**config.mk**
```make
export PLATFORM = sky130hd
export DESIGN_NAME = pwm_sequencer_flat
export DESIGN_NICKNAME = d
export VERILOG_FILES = /design/src/rtl/pwm_sequencer_pkg.sv /design/src/rtl/pwm_sequencer_if.sv /design/src/rtl/pwm_sequencer.sv /design/src/flat_wrapper.sv
export SDC_FILE = /design/constraint.sdc
export NUM_CORES = 1
export LEC_CHECK = 0
export CAP_MARGIN = 25
export CORE_MARGIN = 2
export CORE_UTILIZATION = 61
export DETAILED_ROUTE_END_ITERATION = 12
export DONT_BUFFER_PORTS = 1
export HOLD_SLACK_MARGIN = 0.05
export MAX_ROUTING_LAYER = met4
export PLACE_DENSITY = 0.77
export SKIP_CTS_REPAIR_TIMING = 1
export SLEW_MARGIN = 20
export SYNTH_ARGS = -nofsm -noshare
export SYNTH_HDL_FRONTEND = slang
export SYNTH_SLANG_ARGS = --single-unit
```
**constraint.sdc**
```tcl
create_clock -name clk -period 1.9 [get_ports clk]
set_clock_uncertainty 0.2 [all_clocks]
set_input_delay 0.475 -clock clk [delete_from_list [all_inputs] [get_ports clk]]
set_output_delay 0.475 -clock clk [all_outputs]
set_load 0.02 [all_outputs]
```
**src/rtl/pwm_sequencer_pkg.sv**
```systemverilog
// rtl/pwm_sequencer_pkg.sv - shared state encoding and width default for the PWM sequencer
package pwm_sequencer_pkg;

  localparam int PWM_WIDTH_DEFAULT = 8;

  typedef enum logic [1:0] {
    IDLE = 2'd0,
    RUN  = 2'd1,
    STOP = 2'd2
  } pwm_state_e;

endpackage : pwm_sequencer_pkg

```
**src/rtl/pwm_sequencer_if.sv**
```systemverilog
// rtl/pwm_sequencer_if.sv - control/status bundle between the PWM sequencer and its driver
interface pwm_sequencer_if #(
  parameter int WIDTH = pwm_sequencer_pkg::PWM_WIDTH_DEFAULT
);

  logic             tick;
  logic             en;
  logic             load;
  logic [WIDTH-1:0] duty_in;
  logic             pwm_out;
  logic             period_done;
  logic             running;

  modport master (
    output tick,
    output en,
    output load,
    output duty_in,
    input  pwm_out,
    input  period_done,
    input  running
  );

  modport slave (
    input  tick,
    input  en,
    input  load,
    input  duty_in,
    output pwm_out,
    output period_done,
    output running
  );

endinterface : pwm_sequencer_if

```
**src/rtl/pwm_sequencer.sv**
```systemverilog
// rtl/pwm_sequencer.sv - tick-driven PWM generator with IDLE/RUN/STOP sequencing
// and period-aligned duty updates.
module pwm_sequencer
  import pwm_sequencer_pkg::*;
#(
  parameter int WIDTH = PWM_WIDTH_DEFAULT
) (
  input  logic                  clk,
  input  logic                  reset,
  pwm_sequencer_if.slave        bus
);

  localparam logic [WIDTH-1:0] COUNT_MAX = {WIDTH{1'b1}};

  pwm_state_e       state_q, state_d;
  logic [WIDTH-1:0] count_q, count_d;
  logic [WIDTH-1:0] duty_pend_q, duty_pend_d;
  logic [WIDTH-1:0] duty_act_q, duty_act_d;
  logic             pwm_q, pwm_d;
  logic             period_done_q, period_done_d;
  logic             running;
  logic             wrap;

  assign running = (state_q != IDLE);
  assign wrap    = running && bus.tick && (count_q == COUNT_MAX);

  always_ff @(posedge clk) begin
    if (reset) begin
      state_q <= IDLE;
    end else begin
      state_q <= state_d;
    end
  end

  // A STOP that sees en return resumes RUN even on the wrap tick, so the period is not cut short.
  always_comb begin
    state_d = state_q;
    case (state_q)
      IDLE: begin
        if (bus.en) state_d = RUN;
      end
      RUN: begin
        if (!bus.en) state_d = STOP;
      end
      STOP: begin
        if (bus.en) begin
          state_d = RUN;
        end else if (wrap) begin
          state_d = IDLE;
        end
      end
      default: state_d = IDLE;
    endcase
  end

  always_comb begin
    count_d     = count_q;
    duty_act_d  = duty_act_q;
    duty_pend_d = bus.load ? bus.duty_in : duty_pend_q;
    if (!running) begin
      count_d = '0;
      if (bus.en) duty_act_d = duty_pend_q;
    end else begin
      if (bus.tick) count_d = count_q + 1'b1;
      // A load landing on the wrap tick goes straight to the active duty.
      if (wrap) duty_act_d = bus.load ? bus.duty_in : duty_pend_q;
    end
  end

  always_comb begin
    pwm_d         = running && (count_q < duty_act_q);
    period_done_d = wrap;
  end

  always_ff @(posedge clk) begin
    if (reset) begin
      count_q       <= '0;
      duty_pend_q   <= '0;
      duty_act_q    <= '0;
      pwm_q         <= 1'b0;
      period_done_q <= 1'b0;
    end else begin
      count_q       <= count_d;
      duty_pend_q   <= duty_pend_d;
      duty_act_q    <= duty_act_d;
      pwm_q         <= pwm_d;
      period_done_q <= period_done_d;
    end
  end

  assign bus.pwm_out     = pwm_q;
  assign bus.period_done = period_done_q;
  assign bus.running     = running;

endmodule : pwm_sequencer

```
**src/flat_wrapper.sv**
```systemverilog
// flat-port wrapper written by rule: the top's interface ports become plain ports
module pwm_sequencer_flat import pwm_sequencer_pkg::*;
#(
  parameter int WIDTH = PWM_WIDTH_DEFAULT
)
  (clk, reset, bus_tick, bus_en, bus_load, bus_duty_in, bus_pwm_out, bus_period_done, bus_running);
  pwm_sequencer_if #(.WIDTH(WIDTH)) bus_i ();
  input  logic clk;
  input  logic reset;
  input wire logic [$bits(bus_i.tick)-1:0] bus_tick;
  input wire logic [$bits(bus_i.en)-1:0] bus_en;
  input wire logic [$bits(bus_i.load)-1:0] bus_load;
  input wire logic [$bits(bus_i.duty_in)-1:0] bus_duty_in;
  output wire logic [$bits(bus_i.pwm_out)-1:0] bus_pwm_out;
  output wire logic [$bits(bus_i.period_done)-1:0] bus_period_done;
  output wire logic [$bits(bus_i.running)-1:0] bus_running;
  assign bus_i.tick = bus_tick;
  assign bus_i.en = bus_en;
  assign bus_i.load = bus_load;
  assign bus_i.duty_in = bus_duty_in;
  assign bus_pwm_out = bus_i.pwm_out;
  assign bus_period_done = bus_i.period_done;
  assign bus_running = bus_i.running;
  pwm_sequencer #(.WIDTH(WIDTH)) u_core (.clk(clk), .reset(reset), .bus(bus_i));
endmodule
```
* Yosys cells after proc, flatten, opt, wreduce, memory -nomap -nowiden *
Cells that the tools add are included.

word-level totals
  flip-flop bits (word level) = 28
  output and inout port bits = 3

operators by class
  $add $sub $neg = 1
  order comparisons = 1
  eq/ne operators = 7
  mux-type cells = 9
  bitwise operators = 1
  reductions and logical operators = 9

operators by type and width
  kind                                                 number
  two-way mux 8 bit                                    4
  adder 8 x 1 -> 8 bit, second input constant          1
  equality test 8 bit, second input constant           1
  less-than comparator 8 bit                           1
  two-way mux 2 bit                                    4
  one-hot mux 2 bit (3 select lines)                   1
  != test 2 bit, second input constant                 2
  nonzero test 2 bit                                   2
  logical AND 1 bit                                    3
  != test 3 x 2 -> 1 bit, second input constant        1
  AND reduction 3 bit                                  1
  equality test 2 x 1 -> 1 bit, second input constant  1
  equality test 2 bit, second input constant           1
  logical NOT 2 bit                                    1
  != test 2 x 1 -> 1 bit, second input constant        1
  AND reduction 2 bit                                  1
  OR reduction 2 bit                                   1
  inverter 1 bit                                       1

* Longest topological paths before layout *
  depth in word-level cells = 6
  gate-level depth with buffers = 6
  mapped depth without buffers = 6

* Worst setup path before layout *
Ideal clock, no wire load.

  kind = input to register
  start = in bus_tick
  end = reg u_core.duty_act_q[0]
  arrival = 1.533 ns
  data required time = 1.621 ns
  setup slack = 0.088 ns
  stages on the path = 6
  path buffers = 2
  cells stage by stage = buf_2 -> nand4_4 -> o32ai_4 -> buf_6 -> nor2_1 -> a211oi_2

on the way
  longest elaborated chain between the ends = 4

ends and longest elaborated chain
  element                           line                 text
  from (decl)                       flat_wrapper.sv:10   input wire logic [$bits(bus_i.tick)-1:0] bus_tick;
  logical AND 1 bit (2 in a row)    pwm_sequencer.sv:25  assign wrap = running && bus.tick && (count_q == COUNT_MAX);
  != test 2 x 1 -> 1 bit (no line)  -
  AND reduction 2 bit (no line)     -
  to (signal assigned)              pwm_sequencer.sv:85  duty_act_q <= duty_act_d;
  to (decl)                         pwm_sequencer.sv:18  logic [WIDTH-1:0] duty_act_q, duty_act_d;

Every way passes these cells.
A chain may end at the register's enable or synchronous reset.

* Worst setup path in the final report *
  start = reg u_core.duty_act_q[7]
  end = reg u_core.pwm_q, in the netlist u_core.bus.pwm_out

on the way
  longest elaborated chain between the ends = 2

ends and longest elaborated chain
  element                     line                 text
  less-than comparator 8 bit  pwm_sequencer.sv:71  pwm_d = running && (count_q < duty_act_q);
  logical AND 1 bit           pwm_sequencer.sv:71
  to (signal assigned)        pwm_sequencer.sv:86  pwm_q <= pwm_d;
  to (decl)                   pwm_sequencer.sv:19  logic pwm_q, pwm_d;

Every way passes these cells.

==> run_results.csv <==
group,metric,value,unit
sta,fin_tns_setup,0,ns
synth,synthCells,137,
outcome,status,"complete, no violations",
sta,maxSlewHeadroom,55.2,%
sta,hold_violations,0,
pwr,pwr_density_cell,730,mW/mm^2
global_routing,grt_max_degree,20,
synth,synthFlopType,"dfxtp_1",
sta,slew_viol_final,0,
finish,fillers,164,
place,io_buffers,0,
finish,nets,161,
clock_network,h-tree-depth,1,
place,dp_hpwl,1.59,mm
place,routabilityCongestion,0.769,
routing,antenna_left,0,
clock_network,clk_pin_slew,0.14,ns
floorplanning,die-area,0.00259,sq mm
floorplanning,pin_count,16,
sta,fmax,0.562,GHz
routing,drc,0,
pwr,p_leak,0.591,nW
setup_path,path_max_fanout,2,
clock_network,insertion_delay,0.32,ns
setup_path,start_kind,"flop",
hold_path,hold_path_class,"in -> reg",
setup_path,arrival,1.83,ns
synth,yosys_register_bits,28,
setup_path,cp-end-kind,"flop",
floorplanning,rows,16,
global_routing,groute.usage.overall,18.9,%
global_routing,grt_pass1_vias,876,
clock_network,cts_tree,"done",
global_routing,grt_pass1_wl,3.65,mm
floorplanning,die_w,50.9,microns
synth,yosysWarningCount,0,
synth,synth_area_leader_cell,"dfxtp_1",
clock_network,cts_sinks,28,
routing,wl_per_cell,12.8,microns
finish,layout.cells.non_filler,166,
finish,layout_commonest_cell,"dfxtp_1",
pwr,vdd_drop_max,626,uV
finish,area_growth,5.88,%
synth,async_reset_ff_share,0,%
clock_network,ctsRootBufferMaster,"clkbuf_4",
global_routing,grt.overflow.total,0,
floorplanning,core,0.00202,sq mm
synth,ys_seq_area_share,41.8,%
routing,routed_wl,2.13,mm
routing,viasPerCell,5.48,
sta,fin_ws,0.121,ns
clock_network,clockBufferDepth,2,
sta,fin_crit,1.78,ns
synth,syn_avg_cell_area,9.78,sq um
sta,tightest_slew,0.669,ns
routing,drt-pass1-iter-count,4,
setup_path,cp_data_required_time,1.95,ns
place,post-place-ws,0.127,ns
synth,synthTopCellsByArea,"dfxtp_1, mux2i_1, ha_1",
sta,rsz0062_at_grt,"false",
synth,synth_top_area_share,41.8,%
finish,most-common-layout-cells,"dfxtp_1, nor2_1, mux2i_1",
floorplanning,start_util,66.3,%
finish,drive_gt1_share,12.9,%
setup_path,crit_type,"reg -> reg",
synth,synth_edf_count,0,
global_routing,antenna_found_initial,0,
finish,diodes,0,
sta,final.period_utilization,93.6,%
routing,drt_iter0_drc,17,
routing,vias,910,
run,drv_cap,0,
synth,syn_area,0.00134,sq mm
synth,synth_nets,158,
synth,yosysUniqueCellTypes,30,
floorplanning,chipHeight,50.9,microns
sta,setup_violations,0,
place,placedCellCount,160,
clock_network,cts-buffers-inserted,3,
per-stage QoR:
step                instance area [sq um]  power [mW]  hold WS, ns  utilization, %
floorplan                            1340       0.749        0.245               -
global placement                     1360       0.751        0.270            67.3
detailed placement                   1360       0.756        0.269            67.3
CTS                                  1400        1.04      -0.0288            69.1
global route                         1420        1.09       0.0708            70.2
finish                               1420        1.04       0.0888            70.2
layout make-up:
class	instances	area (sq um)	share of cell area, %
Tap cell	27	33.8	2.38
Inverter	8	30.0	2.12
Multi-Input combinational cell	94	701	49.4
Timing Repair Buffer	5	55.1	3.88
Clock buffer	4	36.3	2.56
Sequential cell	28	563	39.7
metal layers:
metal / routed length [microns] / global-route usage (%)
met3: 92 / 3.22
met4: 38 / 6.31
met2: 996 / 29.4
met1: 1000 / 25.2
met5: 0 / -
power breakdown:
group | switching, mW | leakage (nW) | internal, mW
clock | 0.167 | 0.0210 | 0.117
sequential | 0.0167 | 0.230 | 0.616
combinational | 0.0598 | 0.340 | 0.0586
total | 0.244 | 0.591 | 0.792
worst max-delay path, stage by stage (launching register included):
cell      delay [ns]
dfxtp_1         0.36
inv_1           0.05
ha_1            0.29
and3_1          0.19
a2111o_1        0.42
a31oi_1         0.19
path summary, 6_finish.rpt:
check,from,end,depth (start not counted),slack (ns)
max,u_core.duty_act_q[7]$_SDFFE_PP0P_,u_core.bus.pwm_out$_SDFF_PP0_,5,0.12
min,bus_duty_in[3],u_core.duty_pend_q[3]$_SDFF_PP0_,2,0.09
max reg2reg,u_core.duty_act_q[7]$_SDFFE_PP0P_,u_core.bus.pwm_out$_SDFF_PP0_,5,0.12
min reg2reg,u_core.state_q[1]$_SDFFE_PP0P_,u_core.state_q[0]$_SDFFE_PP0P_,1,0.31
cells by family (layout without fill, tap and decap cells):
logic type | Yosys count | after routing | share of synthesized area, %
AOI/OAI and AO/OA | 22 | 22 | 13.4
xor gates and xnor gates | 5 | 5 | 3.27
adders and majority gates | 8 | 8 | 7.47
buffers and inverters | 15 | 17 | 5.88
DFF | 28 | 28 | 41.8
muxes | 17 | 17 | 12.7
and+or+nand+nor | 42 | 42 | 15.5
sequential cells by signal (all words and copies together) (netlist names):
signal                  flops
u_core.bus.period_done      1
u_core.state_q              2
u_core.bus.pwm_out          1
u_core.count_q              8
u_core.duty_pend_q          8
u_core.duty_act_q           8
Yosys cell counts (3+ instances only):
library cell / number
a21oi_1: 5
nor2_1: 24
xor2_1: 3
buf_2: 4
dfxtp_1: 28
o21ai_0: 3
ha_1: 8
a211oi_1: 7
or3_2: 3
inv_1: 8
nand2_1: 5
mux2i_1: 17
Power figures use the tool's default switching activity.
